**config.mk**
```make
export PLATFORM = sky130hd
export DESIGN_NAME = fifo_pkt_reader
export DESIGN_NICKNAME = d
export VERILOG_FILES = /design/src/rtl/fifo_pkt_pkg.sv /design/src/rtl/fifo_pkt_reader_skid.sv /design/src/rtl/fifo_pkt_reader.sv
export SDC_FILE = /design/constraint.sdc
export NUM_CORES = 1
export LEC_CHECK = 0
export BUFFER_PORTS_ARGS = -buffer_cell sky130_fd_sc_hd__buf_2
export CAP_MARGIN = 10
export CELL_PAD_IN_SITES_DETAIL_PLACEMENT = 0
export CELL_PAD_IN_SITES_GLOBAL_PLACEMENT = 1
export CORE_MARGIN = 3
export CORE_UTILIZATION = 40
export DETAILED_ROUTE_END_ITERATION = 8
export PLACE_DENSITY = 0.75
export SYNTH_ARGS = -nofsm -noshare
export SYNTH_HDL_FRONTEND = slang
export SYNTH_SLANG_ARGS = --single-unit
```
**constraint.sdc**
```tcl
create_clock -name clk_i -period 1.7 [get_ports clk_i]
set_input_delay 0.085 -clock clk_i [delete_from_list [all_inputs] [get_ports clk_i]]
set_output_delay 0.085 -clock clk_i [all_outputs]
set_load 0.005 [all_outputs]
```
**src/rtl/fifo_pkt_pkg.sv**
```systemverilog
// Shared definitions for the FIFO packet reader.
//   PktCntW   : width of the completed-packet counter
//   XorMaxW   : widest word pkt_xor accepts (DataWidth must not exceed it)
//   state_t   : reader FSM state with StIdle / StStream / StCsum encodings
//   pkt_xor() : checksum accumulate step
package fifo_pkt_pkg;

  localparam int unsigned PktCntW = 16;
  localparam int unsigned XorMaxW = 64;

  typedef logic [1:0] state_t;

  localparam state_t StIdle   = 2'd0;
  localparam state_t StStream = 2'd1;
  localparam state_t StCsum   = 2'd2;

  function automatic logic [XorMaxW-1:0] pkt_xor(input logic [XorMaxW-1:0] acc,
                                                 input logic [XorMaxW-1:0] word);
    return acc ^ word;
  endfunction

endpackage

```
**src/rtl/fifo_pkt_reader_skid.sv**
```systemverilog
// Two-entry register FIFO that absorbs words returning from the upstream FIFO
// while the downstream side is stalled.
//   clk_i, rst_ni : clock, async active-low reset
//   push_i        : write push_data_i into the tail entry
//   pop_i         : retire the head entry
//   occ_o         : number of valid entries (0..2)
//   head_o        : oldest valid entry
module pkt_skid_buf
  import fifo_pkt_pkg::*;
#(
  parameter int unsigned DataWidth = 8
) (
  input  logic                 clk_i,
  input  logic                 rst_ni,
  input  logic                 push_i,
  input  logic [DataWidth-1:0] push_data_i,
  input  logic                 pop_i,
  output logic [1:0]           occ_o,
  output logic [DataWidth-1:0] head_o
);

  logic [DataWidth-1:0] mem_q [2];
  logic [DataWidth-1:0] mem_d [2];
  logic                 wr_ptr_q, wr_ptr_d;
  logic                 rd_ptr_q, rd_ptr_d;
  logic [1:0]           occ_q, occ_d;

  always_comb begin
    mem_d    = mem_q;
    wr_ptr_d = wr_ptr_q;
    rd_ptr_d = rd_ptr_q;
    occ_d    = occ_q;
    if (push_i) begin
      mem_d[wr_ptr_q] = push_data_i;
      wr_ptr_d        = ~wr_ptr_q;
    end
    if (pop_i) begin
      rd_ptr_d = ~rd_ptr_q;
    end
    // Simultaneous push and pop leaves the occupancy unchanged.
    case ({push_i, pop_i})
      2'b10:   occ_d = occ_q + 2'd1;
      2'b01:   occ_d = occ_q - 2'd1;
      default: occ_d = occ_q;
    endcase
  end

  always_ff @(posedge clk_i or negedge rst_ni) begin
    if (!rst_ni) begin
      mem_q[0] <= '0;
      mem_q[1] <= '0;
      wr_ptr_q <= 1'b0;
      rd_ptr_q <= 1'b0;
      occ_q    <= 2'd0;
    end else begin
      mem_q    <= mem_d;
      wr_ptr_q <= wr_ptr_d;
      rd_ptr_q <= rd_ptr_d;
      occ_q    <= occ_d;
    end
  end

  assign occ_o  = occ_q;
  assign head_o = mem_q[rd_ptr_q];

  push_no_overflow_a: assert property (@(posedge clk_i) disable iff (!rst_ni)
    push_i |-> (occ_q != 2'd2));
  pop_not_empty_a: assert property (@(posedge clk_i) disable iff (!rst_ni)
    pop_i |-> (occ_q != 2'd0));

endmodule

```
**src/rtl/fifo_pkt_reader.sv**
```systemverilog
// Drains a single-clock FIFO and streams its words downstream over valid/ready,
// framing every PktLen payload words as a packet followed by an XOR checksum word.
//   clk_i, rst_ni     : clock, async active-low reset
//   enable_i          : permits new FIFO reads (words already requested still drain)
//   fifo_empty_ni     : FIFO Empty_ flag, low when empty
//   fifo_error_i      : FIFO error report, latched into error_sticky_o
//   fifo_data_out_i   : FIFO read data, valid the cycle after fifo_read_en_o
//   fifo_read_en_o    : FIFO read strobe
//   out_valid_o/out_ready_i/out_data_o : downstream stream
//   out_sop_o         : first payload word of a packet
//   out_eop_o         : checksum word (last word of a packet)
//   pkt_count_o       : completed packets, wrapping
//   error_sticky_o    : latched FIFO error, cleared by clear_err_i (set wins)
module fifo_pkt_reader
  import fifo_pkt_pkg::*;
#(
  parameter int unsigned DataWidth = 8,  // at most XorMaxW
  parameter int unsigned PktLen    = 4   // 1..255
) (
  input  logic                 clk_i,
  input  logic                 rst_ni,
  input  logic                 enable_i,
  input  logic                 fifo_empty_ni,
  input  logic                 fifo_error_i,
  input  logic [DataWidth-1:0] fifo_data_out_i,
  output logic                 fifo_read_en_o,
  output logic                 out_valid_o,
  input  logic                 out_ready_i,
  output logic [DataWidth-1:0] out_data_o,
  output logic                 out_sop_o,
  output logic                 out_eop_o,
  output logic [PktCntW-1:0]   pkt_count_o,
  output logic                 error_sticky_o,
  input  logic                 clear_err_i
);

  localparam int unsigned CntW = 8;

  state_t               state_q, state_d;
  logic [CntW-1:0]      rd_cnt_q, rd_cnt_d;
  logic [CntW-1:0]      out_cnt_q, out_cnt_d;
  logic [DataWidth-1:0] csum_q, csum_d;
  logic [PktCntW-1:0]   pkt_cnt_q, pkt_cnt_d;
  logic                 inflight_q;
  logic                 err_q, err_d;

  logic [1:0]           occ;
  logic [DataWidth-1:0] head;
  logic [2:0]           slots_used;
  logic                 read_en;
  logic                 pop;
  logic                 last_payload;
  logic [DataWidth-1:0] csum_next;

  pkt_skid_buf #(
    .DataWidth (DataWidth)
  ) u_skid (
    .clk_i       (clk_i),
    .rst_ni      (rst_ni),
    .push_i      (inflight_q),
    .push_data_i (fifo_data_out_i),
    .pop_i       (pop),
    .occ_o       (occ),
    .head_o      (head)
  );

  // A requested word needs a buffer slot reserved before the read is issued,
  // so buffered plus in-flight words may never exceed the two entries.
  assign slots_used = {1'b0, occ} + {2'b00, inflight_q};

  // Gated by reset so the strobe reads 0 as soon as reset is asserted.
  assign read_en = rst_ni & enable_i & fifo_empty_ni & (rd_cnt_q < CntW'(PktLen))
                 & (slots_used < 3'd2);

  assign pop          = (state_q == StStream) & (occ != 2'd0) & out_ready_i;
  assign last_payload = (out_cnt_q == CntW'(PktLen - 1));
  assign csum_next    = DataWidth'(pkt_xor(XorMaxW'(csum_q), XorMaxW'(head)));

  always_comb begin
    state_d   = state_q;
    rd_cnt_d  = rd_cnt_q;
    out_cnt_d = out_cnt_q;
    csum_d    = csum_q;
    pkt_cnt_d = pkt_cnt_q;
    if (read_en) begin
      rd_cnt_d = rd_cnt_q + CntW'(1);
    end
    unique case (state_q)
      StIdle: begin
        if (read_en) begin
          state_d = StStream;
        end
      end
      StStream: begin
        if (pop) begin
          csum_d    = csum_next;
          out_cnt_d = out_cnt_q + CntW'(1);
          if (last_payload) begin
            state_d = StCsum;
          end
        end
      end
      StCsum: begin
        if (out_ready_i) begin
          state_d   = StIdle;
          rd_cnt_d  = '0;
          out_cnt_d = '0;
          csum_d    = '0;
          pkt_cnt_d = pkt_cnt_q + PktCntW'(1);
        end
      end
      default: begin
        state_d = StIdle;
      end
    endcase
  end

  // Set has priority over clear.
  assign err_d = fifo_error_i | (err_q & ~clear_err_i);

  always_ff @(posedge clk_i or negedge rst_ni) begin
    if (!rst_ni) begin
      state_q    <= StIdle;
      rd_cnt_q   <= '0;
      out_cnt_q  <= '0;
      csum_q     <= '0;
      pkt_cnt_q  <= '0;
      inflight_q <= 1'b0;
      err_q      <= 1'b0;
    end else begin
      state_q    <= state_d;
      rd_cnt_q   <= rd_cnt_d;
      out_cnt_q  <= out_cnt_d;
      csum_q     <= csum_d;
      pkt_cnt_q  <= pkt_cnt_d;
      inflight_q <= read_en;
      err_q      <= err_d;
    end
  end

  always_comb begin
    out_valid_o = 1'b0;
    out_data_o  = '0;
    out_sop_o   = 1'b0;
    out_eop_o   = 1'b0;
    unique case (state_q)
      StStream: begin
        out_valid_o = (occ != 2'd0);
        out_data_o  = head;
        out_sop_o   = (occ != 2'd0) & (out_cnt_q == '0);
      end
      StCsum: begin
        out_valid_o = 1'b1;
        out_data_o  = csum_q;
        out_eop_o   = 1'b1;
      end
      default: begin
        out_valid_o = 1'b0;
      end
    endcase
  end

  assign fifo_read_en_o = read_en;
  assign pkt_count_o    = pkt_cnt_q;
  assign error_sticky_o = err_q;

endmodule

```
After elaboration in Yosys (flattened, before gate mapping)
Cells that the tools add are included.
{ "word_totals": {"regBits": 64, "inputBits": 15, "output_inout_bits": 29, "wordCells": 80} }
{ "op_classes": {"n_addsub": 6, "order_cmp": 5, "eq_ne": 9, "n_mux": 24, "n_bitwise": 15, "reduce_logical": 9} }
{ "ops": {"columns": ["op", "count"], "rows": [
  ["8-bit 2-to-1 mux", 10],
  ["8-bit case mux with 2 select lines", 3],
  ["16-bit by 1-bit adder with 16-bit output, second input constant", 1],
  ["8-bit by 1-bit adder with 8-bit output, second input constant", 2],
  ["16-bit bitwise mux", 1],
  ["1-bit bitwise AND", 8],
  ["8-bit demux with 1-bit select", 1],
  ["8-bit by 2-bit == test with 1-bit output, second input constant", 1],
  ["8-bit zero test", 1],
  ["8-bit by 3-bit < comparator with 1-bit output, second input constant", 1],
  ["2-bit 2-to-1 mux", 4],
  ["8-bit XOR", 1],
  ["2-bit != test, second input constant", 3],
  ["2-bit case mux with 3 select lines", 1],
  ["2-bit nonzero test", 3],
  ["2-bit by 1-bit == test with 1-bit output, second input constant", 2],
  ["2-bit == test, second input constant", 2],
  ["2-bit greater-or-equal comparator, second input constant", 2],
  ["1-bit inverter with 2-bit output", 2],
  ["2-bit case mux with 2 select lines", 1],
  ["4-bit AND reduction", 1],
  ["2-bit by 1-bit adder with 3-bit output", 1],
  ["3-bit by 2-bit < comparator with 1-bit output, second input constant", 1],
  ["1-bit inverter", 3],
  ["11 further kinds", 12]
]} }

Longest topological paths before layout
Gate-level depths: netlist of run 1.
{ "depth": {"ltp_word": 7, "depth_mapped": 9, "mapped_depth_nobuf": 8} }

Hierarchy
Synthesis of run 1 repeated with hierarchy kept, for this count alone.
{ "hier_totals": {"cells_unflattened": 272, "area_unflattened_um2": 3183.1} }
{ "modules_own_cells": {"columns": ["module", "instances", "cells_per_inst", "area_each_um2"], "rows": [
  ["fifo_pkt_reader", 1, 217, 2326.0],
  ["pkt_skid_buf", 1, 55, 857.1]
]} }

Worst setup path before layout of run 1
No wires, ideal clock.
{ "synth_path": {"path_type": "flip-flop to flip-flop", "start": "reg state_q[1]", "end": "reg u_skid.occ_q[1] (netlist: u_skid.occ_o[1])", "setup_time_ns": 0.079, "arrival_time_ns": 1.820, "required_ns": 1.621, "path_slack_ns": -0.199, "path_stages_with_launch": 9, "n_path_buf": 1, "period_less_slack_ns": 1.899, "cell_sequence": "dfrtp_1 -> inv_1 -> ha_1 -> clkbuf_1 -> nor2b_1 -> and2_1 -> ha_1 -> nor2_1 -> xor2_1"} }
{ "synth_between": {"elab_chain_len": 5} }
{ "synth_rtl": {"columns": ["element", "line_no", "text"], "rows": [
  ["start, declared", "fifo_pkt_reader.sv:39", "state_t state_q, state_d;"],
  ["start signal, assigned", "fifo_pkt_reader.sv:123", "state_q <= StIdle;"],
  ["start signal, assigned", "fifo_pkt_reader.sv:131", "state_q <= state_d;"],
  ["2-bit by 1-bit == test with 1-bit output (*)", "fifo_pkt_reader.sv:75", "assign pop = (state_q == StStream) & (occ != 2'd0) & out_ready_i;"],
  ["1-bit bitwise AND (*) (2 in a row)", "fifo_pkt_reader.sv:75", null],
  ["named net pop", "fifo_pkt_reader.sv:51", "logic pop;"],
  ["2-bit by 1-bit == test with 1-bit output / 2-bit == test (equally long branches)", "fifo_pkt_reader_skid.sv:41", "case ({push_i, pop_i})"],
  ["2-bit case mux with 2 select lines / 2-bit nonzero test (equally long branches)", null, null],
  ["end signal, assigned", "fifo_pkt_reader_skid.sv:54", "occ_q <= 2'd0;"],
  ["end signal, assigned", "fifo_pkt_reader_skid.sv:59", "occ_q <= occ_d;"],
  ["end, declared", "fifo_pkt_reader_skid.sv:26", "logic [1:0] occ_q, occ_d;"]
]} }
The timed path passes the listed nets; every way through them passes the cells marked *.
A chain may end at the register's enable or synchronous reset.

Final worst setup path of run 1
{ "layout_path": {"start": "reg rd_cnt_q[5]", "end": "reg state_q[0]"} }
{ "layout_between": {"elab_chain_len": 5} }
{ "layout_rtl": {"columns": ["element", "line_no", "text"], "rows": [
  ["start, declared", "fifo_pkt_reader.sv:40", "logic [CntW-1:0] rd_cnt_q, rd_cnt_d;"],
  ["start signal, assigned", "fifo_pkt_reader.sv:132", "rd_cnt_q <= rd_cnt_d;"],
  ["8-bit by 3-bit < comparator with 1-bit output", "fifo_pkt_reader.sv:72", "assign read_en = rst_ni & enable_i & fifo_empty_ni & (rd_cnt_q < CntW'(PktLen))"],
  ["1-bit bitwise AND", "fifo_pkt_reader.sv:72", null],
  ["1-bit bitwise AND", "fifo_pkt_reader.sv:73", "& (slots_used < 3'd2);"],
  ["2-bit != test (no source line)", null, null],
  ["4-bit AND reduction (no source line)", null, null]
]} }
No other way between the ends.

==> results of run 1 <==
per-layer routing:
metal	vias to the layer above	track usage, %	part of all wire (%)
met4	0	5.535	1.5
met3	9	4.647	3.3
met1	1125	22.02	49
li1	1152	-	-
met5	-	0	0
met2	30	23.23	47
area by class of cell:
class                      instances  share of cell area [%]
sequential                        64                   38.37
multi-input combinational        207                   37.53
clock buffer                      12                   3.711
timing repair buffer              81                   15.06
clock inverter                     3                   1.556
tap                               99                   2.963
inverter                           9                  0.8081
Yosys cell counts, drive strengths merged:
| library cell | n |
|---|---|
| nand2 | 37 |
| a22oi | 1 |
| nor2 | 15 |
| nand4b | 1 |
| inv | 9 |
| buf | 1 |
| a21o | 2 |
| a21boi | 7 |
| and4 | 2 |
| nand3 | 6 |
| or4 | 1 |
| o22a | 1 |
| nand4 | 3 |
| or2 | 1 |
| nand2b | 8 |
| and3 | 5 |
| xor2 | 4 |
| clkbuf | 8 |
| dfrtp | 64 |
| nor4 | 1 |
| a211o | 1 |
| nor3 | 13 |
| o22ai | 1 |
| mux2i | 10 |
| o21ai | 17 |
| mux2 | 19 |
| ha | 10 |
| nor2b | 2 |
| xnor2 | 17 |
| a21oi | 13 |
| and2 | 8 |
| o21a | 1 |
state kept, by name (all words and copies together) (netlist names):
| register | flops |
|---|---|
| u_skid.wr_ptr_q | 1 |
| u_skid.occ_o | 2 |
| pkt_count_o | 16 |
| state_q | 2 |
| out_cnt_q | 8 |
| u_skid.mem_q | 16 |
| u_skid.rd_ptr_q | 1 |
| error_sticky_o | 1 |
| csum_q | 8 |
| inflight_q | 1 |
| rd_cnt_q | 8 |
critical path: stages, from the launching register on:
cell	delay, ps
dfrtp_1	370
or4_4	540
nor3_4	200
buf_4	150
o22ai_4	70
mux2_4	310
final timing paths:
kind,start,end,slack (ps),cells after the start
worst max-delay path,rd_cnt_q[5],state_q[0],-60,5
worst min-delay path,out_ready_i,pkt_count_o[0],220,3
worst max register to register,rd_cnt_q[5],state_q[0],-60,5
worst min register to register,pkt_count_o[15],pkt_count_o[15],460,1
max in group asynchronous,rst_ni,u_skid.rd_ptr_q,650,3
min in group asynchronous,rst_ni,error_sticky_o,480,3
power by group through the flow:
stage	clock network, mW	registers [mW]	logic, mW
2_1_floorplan	0	2.39	1.69
3_3_place_gp	0	2.49	2.43
3_5_place_dp	0	2.51	2.48
4_1_cts	1.50	2.49	2.85
5_1_grt	1.58	2.56	3.56
6_report	1.45	2.49	3.20
cell families after synthesis:
group           count (synthesis)  share of synthesized area, %
mux                            29                         10.22
fa+ha+maj                      10                         4.072
simple gates                  103                         16.78
buf+inv                        18                         2.239
compound gates                 44                         8.591
xor+xnor                       21                         5.985
flops                          64                         52.12
stage by stage:
stage          cell area [um^2]  setup TNS [ps]  power, mW  util (%)
2_1_floorplan              3090          -113.7      4.083         -
3_3_place_gp               3545               0      4.915     48.10
3_5_place_dp               3545          -62.34      4.990     48.10
4_1_cts                    4021          -493.4      6.842     54.57
5_1_grt                    4180           -1486      7.704     56.72
6_report                   4180          -199.0      7.148     56.72
repair_timing:
item | in CTS | in global routing
setup buffers | 5 | 2
setup endpoints to repair | 20 | 42
gates cloned | 1 | 0
hold endpoints to repair | 80 | 0
pin swaps | 2 | 10
gates resized for setup | 25 | 38
hold buffers | 11 | 0
==> results summary, run 1 <==
The tightest min-delay check is of the input pin to register type. The total DRC errors in the routed layout is 0. The sequential share of power came out at 34.9%.

The row count came out at 31. The via count of the first global-routing pass came to 2250. The critical path arrival is 1980 ps. In the final layout, the multi-input gates occupy 0.001569 mm^2. The leakage power came out at 1.952 nW. The clock net in this run drives a total of 64 sinks.

The clock tree synthesis step divided the H-tree into 3 levels. Counting flops and latches in the post-synthesis netlist gives 64. After global routing the overflow that remains totals 0. After clock tree synthesis, the clock-pin slew on the worst setup and hold paths is 70 ps. The kind of critical path is register to register. Setup repair after global routing could not meet its margin everywhere. The clock power share came out at 20.3%. The total count of max-transition violations in the final report is 0. Leaving out fill and tap cells, the most frequent cell in the layout is dfrtp_1. Setup violations remaining at the end of the flow were counted as 7. The part of the power in combinational logic is 44.8%.

At the pin with the least slew margin, the transition time is 794.6 ps. For this run, the number of Yosys warnings is 0. The routed layout has 2316 vias.

After detailed routing, the total wire length is 6377 um. For this configuration, the core starts out at a cell density of 41.70%. The post-synthesis cell count came out at 289.

The fraction of power spent switching nets came out at 33.83%. In this run, the number of DRC markers left after iteration 0 of detailed routing was 107. After the last flow step, the layout net total stands at 397. The tool flagged a number of max-cap violations equal to 0.

The largest net degree at the start of global routing came out at 65. The core area is 0.007370 mm^2. Sorting the synthesized cells by area gives the leading types as dfrtp_1, mux2_2, xnor2_1. The detailed-routing iteration count for the pre-antenna-repair pass came out at 4. In this run the horizontal extent of the chip is 93.65 um.

The peak ir drop on the vdd network came out at 0.8697 mV. The largest fanout of any net on the critical path came out at 2. Counting distinct cell types in the post-synthesis netlist gives 35. The number of filler instances in the final layout is 644. The worst setup path is launched from a register. STA puts the critical path data required time at 1920 ps. The maximum clock frequency is 567.4 MHz.

Timing analysis after detailed placement gives a worst setup slack of -21.21 ps. The initial antenna violation count is 0. The portion of synthesized cell area occupied by the leading cell type came out at 52.12%. After synthesis the cells add up to 0.003073 mm^2. The worst-skew pair later-pin latency is 330 ps. The first global-routing pass estimated 10670 um of wire. The cell sitting at the root of the clock tree is a clkbuf_8. The overall routing resource usage came out at 15.73%. The wire length per cell after detailed routing is 13.43 um. The top-level port count came out at 44. The final cycle utilization of the critical path came out at 103.7%. The die is 93.65 um tall. The power per cell area came out at 1710 mW/mm^2. STA classifies the critical path endpoint as a register. The post-placement cell count came out at 441.

TritonCTS built the clock tree. The count of antenna-violating nets left after detailed routing is 0. The worst slew slack as a fraction of its limit is 47.02%. The number of buffer cells added on primary ports is 43. The final reports fail on negative setup slack. The deepest clock path buffer count is 2. The sequential fraction of the synthesis area came out at 52.12%. The final weighted congestion in routability-driven placement came out at 0.7170. The minimum clock period is 1763 ps. The final instance count without filler cells is 475. The net switching component of the power is 2.418 mW. Of the cells placed in the final design, the portion with a size suffix greater than 1 is 37.23%. The net count of the mapped netlist is 314.

The register cell area after layout is 0.001604 mm^2. The average vias per placed instance came out at 4.876. Summed over all nets, the half-perimeter wirelength after detailed placement is 4176 um. The final hold slack is 217.2 ps. The total die area came out at 0.008770 mm^2.

The repair_antennas step left the layout with diodes totalling 0. The flow ran to the end, but the final reports show violations. In the layout the commonest cells are dfrtp_1, buf_2, nand2_1. The final count of hold timing violations came out at 0.

dfrtp_1 takes more of the synthesized area than any other cell. The post-synthesis average cell area came out at 10.63 um^2. The area added between synthesis and finish is 36.03%. The worst clock skew is 4.245 ps.

The cell-internal power came out at 4.730 mW. The post-layout worst setup margin is -62.50 ps. The clock buffer count from CTS came out at 9.
Note: power is estimated with default switching activity, not from simulation.
==> run 2: changes to the inputs <==
--- a/config.mk
+++ b/config.mk
@@ -13,2 +13,3 @@
 export CORE_UTILIZATION = 40
+export CTS_BUF_LIST = sky130_fd_sc_hd__clkbuf_16
 export DETAILED_ROUTE_END_ITERATION = 8
--- a/constraint.sdc
+++ b/constraint.sdc
@@ -3,2 +3,2 @@
 set_output_delay 0.085 -clock clk_i [all_outputs]
-set_load 0.005 [all_outputs]
+set_load 0.05 [all_outputs]
==> results summary, run 2 (synthesis results as in run 1) <==
The most common cell after layout, fill and taps aside is dfrtp_1. The top-level port count came out at 44 (unchanged). The clock input transition at the sequential cells of the worst setup and hold paths came out at 60 ps (about the same).

The clock buffer count from CTS is 9 (unchanged). The required time at the worst-slack endpoint came out at 1620 ps (-300 ps). The total die area came out at 0.008770 mm^2 (unchanged).

The peak ir drop on the vdd network came out at 1.317 mV (+51%). The post-layout net count came out at 401 (+1.0%). The wire length per cell after detailed routing is 16.12 um (+20%).

The power per cell area came out at 2081 mW/mm^2 (+22%). The count of antenna-violating nets left after detailed routing is 0 (unchanged). The transition time at the pin with the least slew margin is 821.6 ps (+27.00 ps).

The worst clock skew is 7.737 ps (+3.492 ps). The starting DRC count in detailed routing is 54 (-50%). The core utilization of the finished layout is 64.21% (+7.5 points). The y dimension of the die came out at 93.65 um (unchanged). The deepest clock path buffer count came to 2 (unchanged). The total count of max-transition violations in the final report is 0 (unchanged). The leakage power is 2.190 nW (+12%). The die span in x came out at 93.65 um (unchanged).

The post-layout worst setup margin came out at -92.71 ps (-30.21 ps). The routed wire length is 7738 um (+21%). The global-route wire length before repair is 11310 um (+6.0%). The delay contributed by the slowest stage of the critical path came to 540 ps (about the same).

The routed via count came to 2437 (+5.2%). The post-place setup slack came out at 12.49 ps (+33.70 ps). The overall routing resource usage was 16.67% (+0.94 points).

The number of buffer cells added on primary ports came out at 43 (unchanged). The worst-skew pair later-pin latency is 330 ps (about the same). The cell depth of the worst setup path came out at 4 (-1). Broken down by cell family, the worst path's largest delay share belongs to simple AND/OR/NAND/NOR gates. The row count came out at 31 (unchanged). The antenna diode count came out at 0 (unchanged). The initial antenna violation count was 0 (unchanged). The maximum clock frequency came to 557.8 MHz (-1.7%). Setup repair after global routing could not meet its margin everywhere.

The aggregate global routing overflow is 0 (unchanged). The number of buffer and inverter instances along the worst setup path is 2 (+1). The final instance count without filler cells is 480 (+1.1%).

The final cycle utilization of the critical path is 105.5% (+1.8 points). The minimum clock period is 1793 ps (+30.21 ps). The post-placement cell count is 438 (-0.68%). The final count of hold timing violations came out at 6 (+6). The largest fanout of any net on the critical path was 2 (unchanged).

The worst slew slack as a fraction of its limit came to 45.23% (-1.8 points). The max-cap check violation count is 0 (unchanged). The detailed-routing iteration count for the pre-antenna-repair pass came out at 4 (unchanged). The checks that failed: negative hold slack, negative setup slack. The critical path in this run is classified as register to primary output.

The via count of the first global-routing pass came out at 2324 (+3.3%). STA classifies the critical path startpoint as a register. The final hold slack is -14.79 ps (-232.0 ps). The number of H-tree levels is 3 (unchanged). The placed wire-length estimate after detailed placement was 4335 um (+3.8%).

The final weighted congestion in routability-driven placement came out at 0.7558 (+5.4%). Compared with the post-synthesis result, the final layout area differs by 53.99%. The standard cell with the maximum stage delay on the critical path is or4_4.

The number of endpoints failing setup at the final stage came out at 10 (+3). In the layout the commonest cells are dfrtp_1, buf_2, nand2_1. The fraction of layout instances using a drive strength above 1 is 49.08% (+12 points). The run finished, with violations left. The number of clock sinks is 64 (unchanged). The initial core utilization is 41.70% (unchanged). The largest net degree at the start of global routing came out at 65 (unchanged).

The critical path goes through or4_4, nor3_4, buf_6, buf_8. The root cell of the clock tree is clkbuf_16. The average vias per placed instance is 5.077 (+4.1%). The total DRC errors in the routed layout is 0 (unchanged). The number of cells on the worst reg-to-reg path is 5 (unchanged).

The critical path arrival is 1710 ps (-270 ps). The number of filler instances in the final layout is 566 (-12%). The total power of the final layout came to 9.846 mW (+38%). The worst hold path belongs to the class input pin to asynchronous set/reset pin. The kind of end point of the critical path is a primary output. The core area came out at 0.007370 mm^2 (unchanged). TritonCTS built the clock tree.
## run 2: changes by cell type in the layout (fill, tap and decap cells not counted), sizes merged
cell         before  now
buf              69   77
bufinv            2    4
inv               9   11
dlygate4sd3      11    4
## run 2: timing repair
| item | 4_1_cts | 5_1_grt |
|---|---|---|
| gates cloned | 1 | 3 |
| pin swaps | 3 | 21 |
| endpoints found under the hold margin | 5 | 0 |
| buffers inserted | 8 | 11 |
| hold buffers | 4 | 0 |
| setup endpoints to repair | 11 | 33 |
| gates resized for setup | 37 | 67 |
## run 2: layout make-up
cell class                      count  area [um^2]  area share (%)
Clock buffer                        9        225.2           4.759
Clock inverter                      7        141.4           2.988
Inverter                            9        36.28          0.7668
Multi-Input combinational cell    207         1831           38.68
Sequential cell                    64         1604           33.90
Tap cell                           99        123.9           2.618
Timing Repair Buffer               85        770.7           16.29
## run 2: power by group
group / switching, mW / internal [mW]
logic: 2.48 / 2.51
clock network: 0.689 / 1.59
registers: 0.538 / 2.05
## run 2: worst paths after layout
| kind | from | endpoint | slack (ps) |
|---|---|---|---|
| min in group clk_i | fifo_data_out_i[1] | u_skid.mem_q[9] | 10 |
| max reg2reg | rd_cnt_q[6] | state_q[0] | -70 |
| min | rst_ni | out_cnt_q[4] | -10 |
| max in group asynchronous | rst_ni | state_q[1] | 1130 |
| min reg2reg | pkt_count_o[15] | pkt_count_o[15] | 470 |
| max | rd_cnt_q[6] | fifo_read_en_o | -90 |
## run 2: layer usage
layer  track usage [%]  vias to the layer above  share of wire (%)
met5                 0                        -                  0
met4             6.498                        0                1.5
met3             4.167                       10                3.4
met2             25.73                       48                 49
met1             22.61                     1209                 46
li1                  -                     1170                  -
## run 2: through the flow
stage	instance area, um^2	hold WS [ps]	setup TNS (ps)
after floorplan	3233	-210.6	-2327
after global placement	3679	264.7	0
after detailed placement	3679	268.9	0
after CTS	4307	2.031	-571.3
after global routing	4732	6.406	-1358
final	4732	-14.79	-326.9
==> run 3: changes to the inputs <==
Settings changed: CORE_ASPECT_RATIO set to 0.7.
Clock period 1.7 ns to 1.6 ns, I/O delays scaled along.
==> results summary, run 3 (synthesis results as in run 1) <==
The row count is 26 (-16%). The number of buffer cells added on primary ports was 43 (unchanged). The via count of the first global-routing pass is 2469 (+6.2%). TritonCTS built the clock tree. In the layout the commonest cells are dfrtp_1, buf_2, nand2_1. Setup repair after global routing could not meet its margin everywhere. The post-placement cell count is 454 (+3.7%). The final instance count without filler cells came out at 487 (+1.5%). The antenna diode count is 0 (unchanged). The clock input transition at the sequential cells of the worst setup and hold paths came out at 60 ps (about the same). The power per cell area came to 2168 mW/mm^2 (+4.2%). The aggregate negative setup slack was -3329 ps (-3002 ps). The final hold slack is 9.996 ps (+24.79 ps).

The top-level port count came out at 44 (unchanged). The number of H-tree levels was 3 (unchanged). The post-layout net count was 409 (+2.0%). The final cycle utilization of the critical path came out at 113.0%.

The initial antenna violation count was 0 (unchanged). The placed wire-length estimate after detailed placement came to 4679 um (+8.0%). The final weighted congestion in routability-driven placement is 0.7249 (-4.1%). The worst setup path is launched from a register. The min-delay analysis places its worst path in the category input pin to asynchronous set/reset pin. The number of filler instances in the final layout is 523 (-7.6%). The wire length per cell after detailed routing came out at 15.94 um (-1.1%). The number of clock sinks is 64 (unchanged). The die span in x is 110.8 um (+18%). The global-route wire length before repair is 12160 um (+7.5%). The checks that failed: negative setup slack. The initial core utilization is 41.61% (-0.085 points). The fraction of layout instances using a drive strength above 1 is 52.44% (+3.4 points). The y dimension of the die came out at 79.33 um (-15%). The transition time at the pin with the least slew margin came out at 824.3 ps (+2.683 ps). The aggregate global routing overflow is 0 (unchanged). The clock buffer count from CTS is 9 (unchanged).

The minimum clock period came out at 1807 ps. The peak ir drop on the vdd network is 1.106 mV (-16%). The detailed-routing iteration count for the pre-antenna-repair pass is 4 (unchanged).

The worst setup path is of the register to primary output kind. The core area came out at 0.007385 mm^2 (+0.20%). The overall routing resource usage came out at 17.64% (+0.97 points). The largest net degree at the start of global routing is 65 (unchanged). The required time at the worst-slack endpoint is 1520 ps (-100 ps). The area added between synthesis and finish is 59.98%. The core utilization of the finished layout came out at 66.57% (+2.4 points). The maximum clock frequency came out at 553.3 MHz. The total power of the final layout is 10.66 mW (+8.3%). The starting DRC count in detailed routing came to 102 (+89%). The final count of hold timing violations is 0 (-6).

The post-route cell area is 0.004916 mm^2 (+3.9%). The leakage power is 2.298 nW (+4.9%). The worst-skew pair later-pin latency was 330 ps (about the same).

The routed via count came out at 2455 (+0.74%). The post-place setup slack came out at -97.20 ps (-109.7 ps). The flow ran to the end, but the final reports show violations. The critical path arrival is 1730 ps (+20 ps). The worst clock skew came to 5.537 ps (-2.200 ps). The deepest clock path buffer count is 2 (unchanged). The total count of max-transition violations in the final report is 0 (unchanged). The worst slew slack as a fraction of its limit came out at 45.05% (-0.18 points). The max-cap check violation count came out at 0 (unchanged).

The number of endpoints failing setup at the final stage came to 43 (+33). The kind of end point of the critical path is a primary output. The count of antenna-violating nets left after detailed routing came out at 0 (unchanged). The total DRC errors in the routed layout is 0 (unchanged). The largest fanout of any net on the critical path was 2 (unchanged). The total die area is 0.008787 mm^2 (+0.19%). The average vias per placed instance came to 5.041 (-0.71%).

The post-layout worst setup margin came out at -207.2 ps (-114.5 ps). The routed wire length is 7763 um (+0.32%). Leaving out fill and tap cells, the most frequent cell in the layout is dfrtp_1. The total placed instance area came out at 0.003811 mm^2 (+3.6%).

The tree is rooted in a clkbuf_16.
## run 3: cell types whose count changed in the layout (fill, tap and decap cells not counted), moves of 3 or more
cell | before | now
nor3_4 | 3 | 7
xnor2_1 | 16 | 12
xnor2_2 | 1 | 5
buf_4 | 22 | 26
mux2i_4 | 3 | 6
o21ai_0 | 7 | 0
o21ai_1 | 9 | 14
buf_8 | 1 | 5
mux2i_2 | 4 | 1
## run 3: cell type report
cell class / count / area (um^2) / share of cell area (%)
clock buffer: 9 / 225.2 / 4.581
inverter: 9 / 36.28 / 0.7381
timing repair buffer: 93 / 864.6 / 17.59
sequential: 64 / 1603 / 32.60
clock inverter: 7 / 95.09 / 1.934
multi-input combinational: 207 / 1969 / 40.06
tap: 98 / 122.6 / 2.494
## run 3: where the power goes
| group | internal (mW) | total, mW | switching [mW] |
|---|---|---|---|
| Sequential | 2.17 | 2.75 | 0.575 |
| Clock | 1.36 | 2.09 | 0.728 |
| Combinational | 2.97 | 5.82 | 2.85 |
## run 3: what timing repair did
item	4_1_cts	5_1_grt
hold endpoints to repair	6	0
cloned	3	1
setup buffers	6	5
endpoints found under the setup margin	27	43
pin swaps	19	29
resized for setup	79	62
hold buffers	5	0
## run 3: worst max-delay path, stage by stage (launching register included)
cell,delay [ps]
dfrtp_1,380
or4_4,550
nor3_4,200
buf_6,130
buf_8,130
## run 3: worst paths after layout
path | startpoint | to | slack (ps) | depth (start not counted)
worst max-delay path | rd_cnt_q[2] | fifo_read_en_o | -210 | 4
worst min-delay path | rst_ni | pkt_count_o[8] | 10 | 2
worst max register to register | rd_cnt_q[2] | state_q[0] | -180 | 5
worst min register to register | pkt_count_o[15] | pkt_count_o[15] | 480 | 1
max in group asynchronous | rst_ni | state_q[1] | 980 | 2
min in group clk_i | fifo_data_out_i[1] | u_skid.mem_q[9] | 10 | 2
## run 3: routing by layer
layer / GRT usage (%) / vias up / routed length [um]
met2: 27.00 / 57 / 3553
met5: 0 / - / 0
met3: 4.874 / 13 / 366
met4: 6.765 / 0 / 110
met1: 23.96 / 1196 / 3733
li1: - / 1189 / -
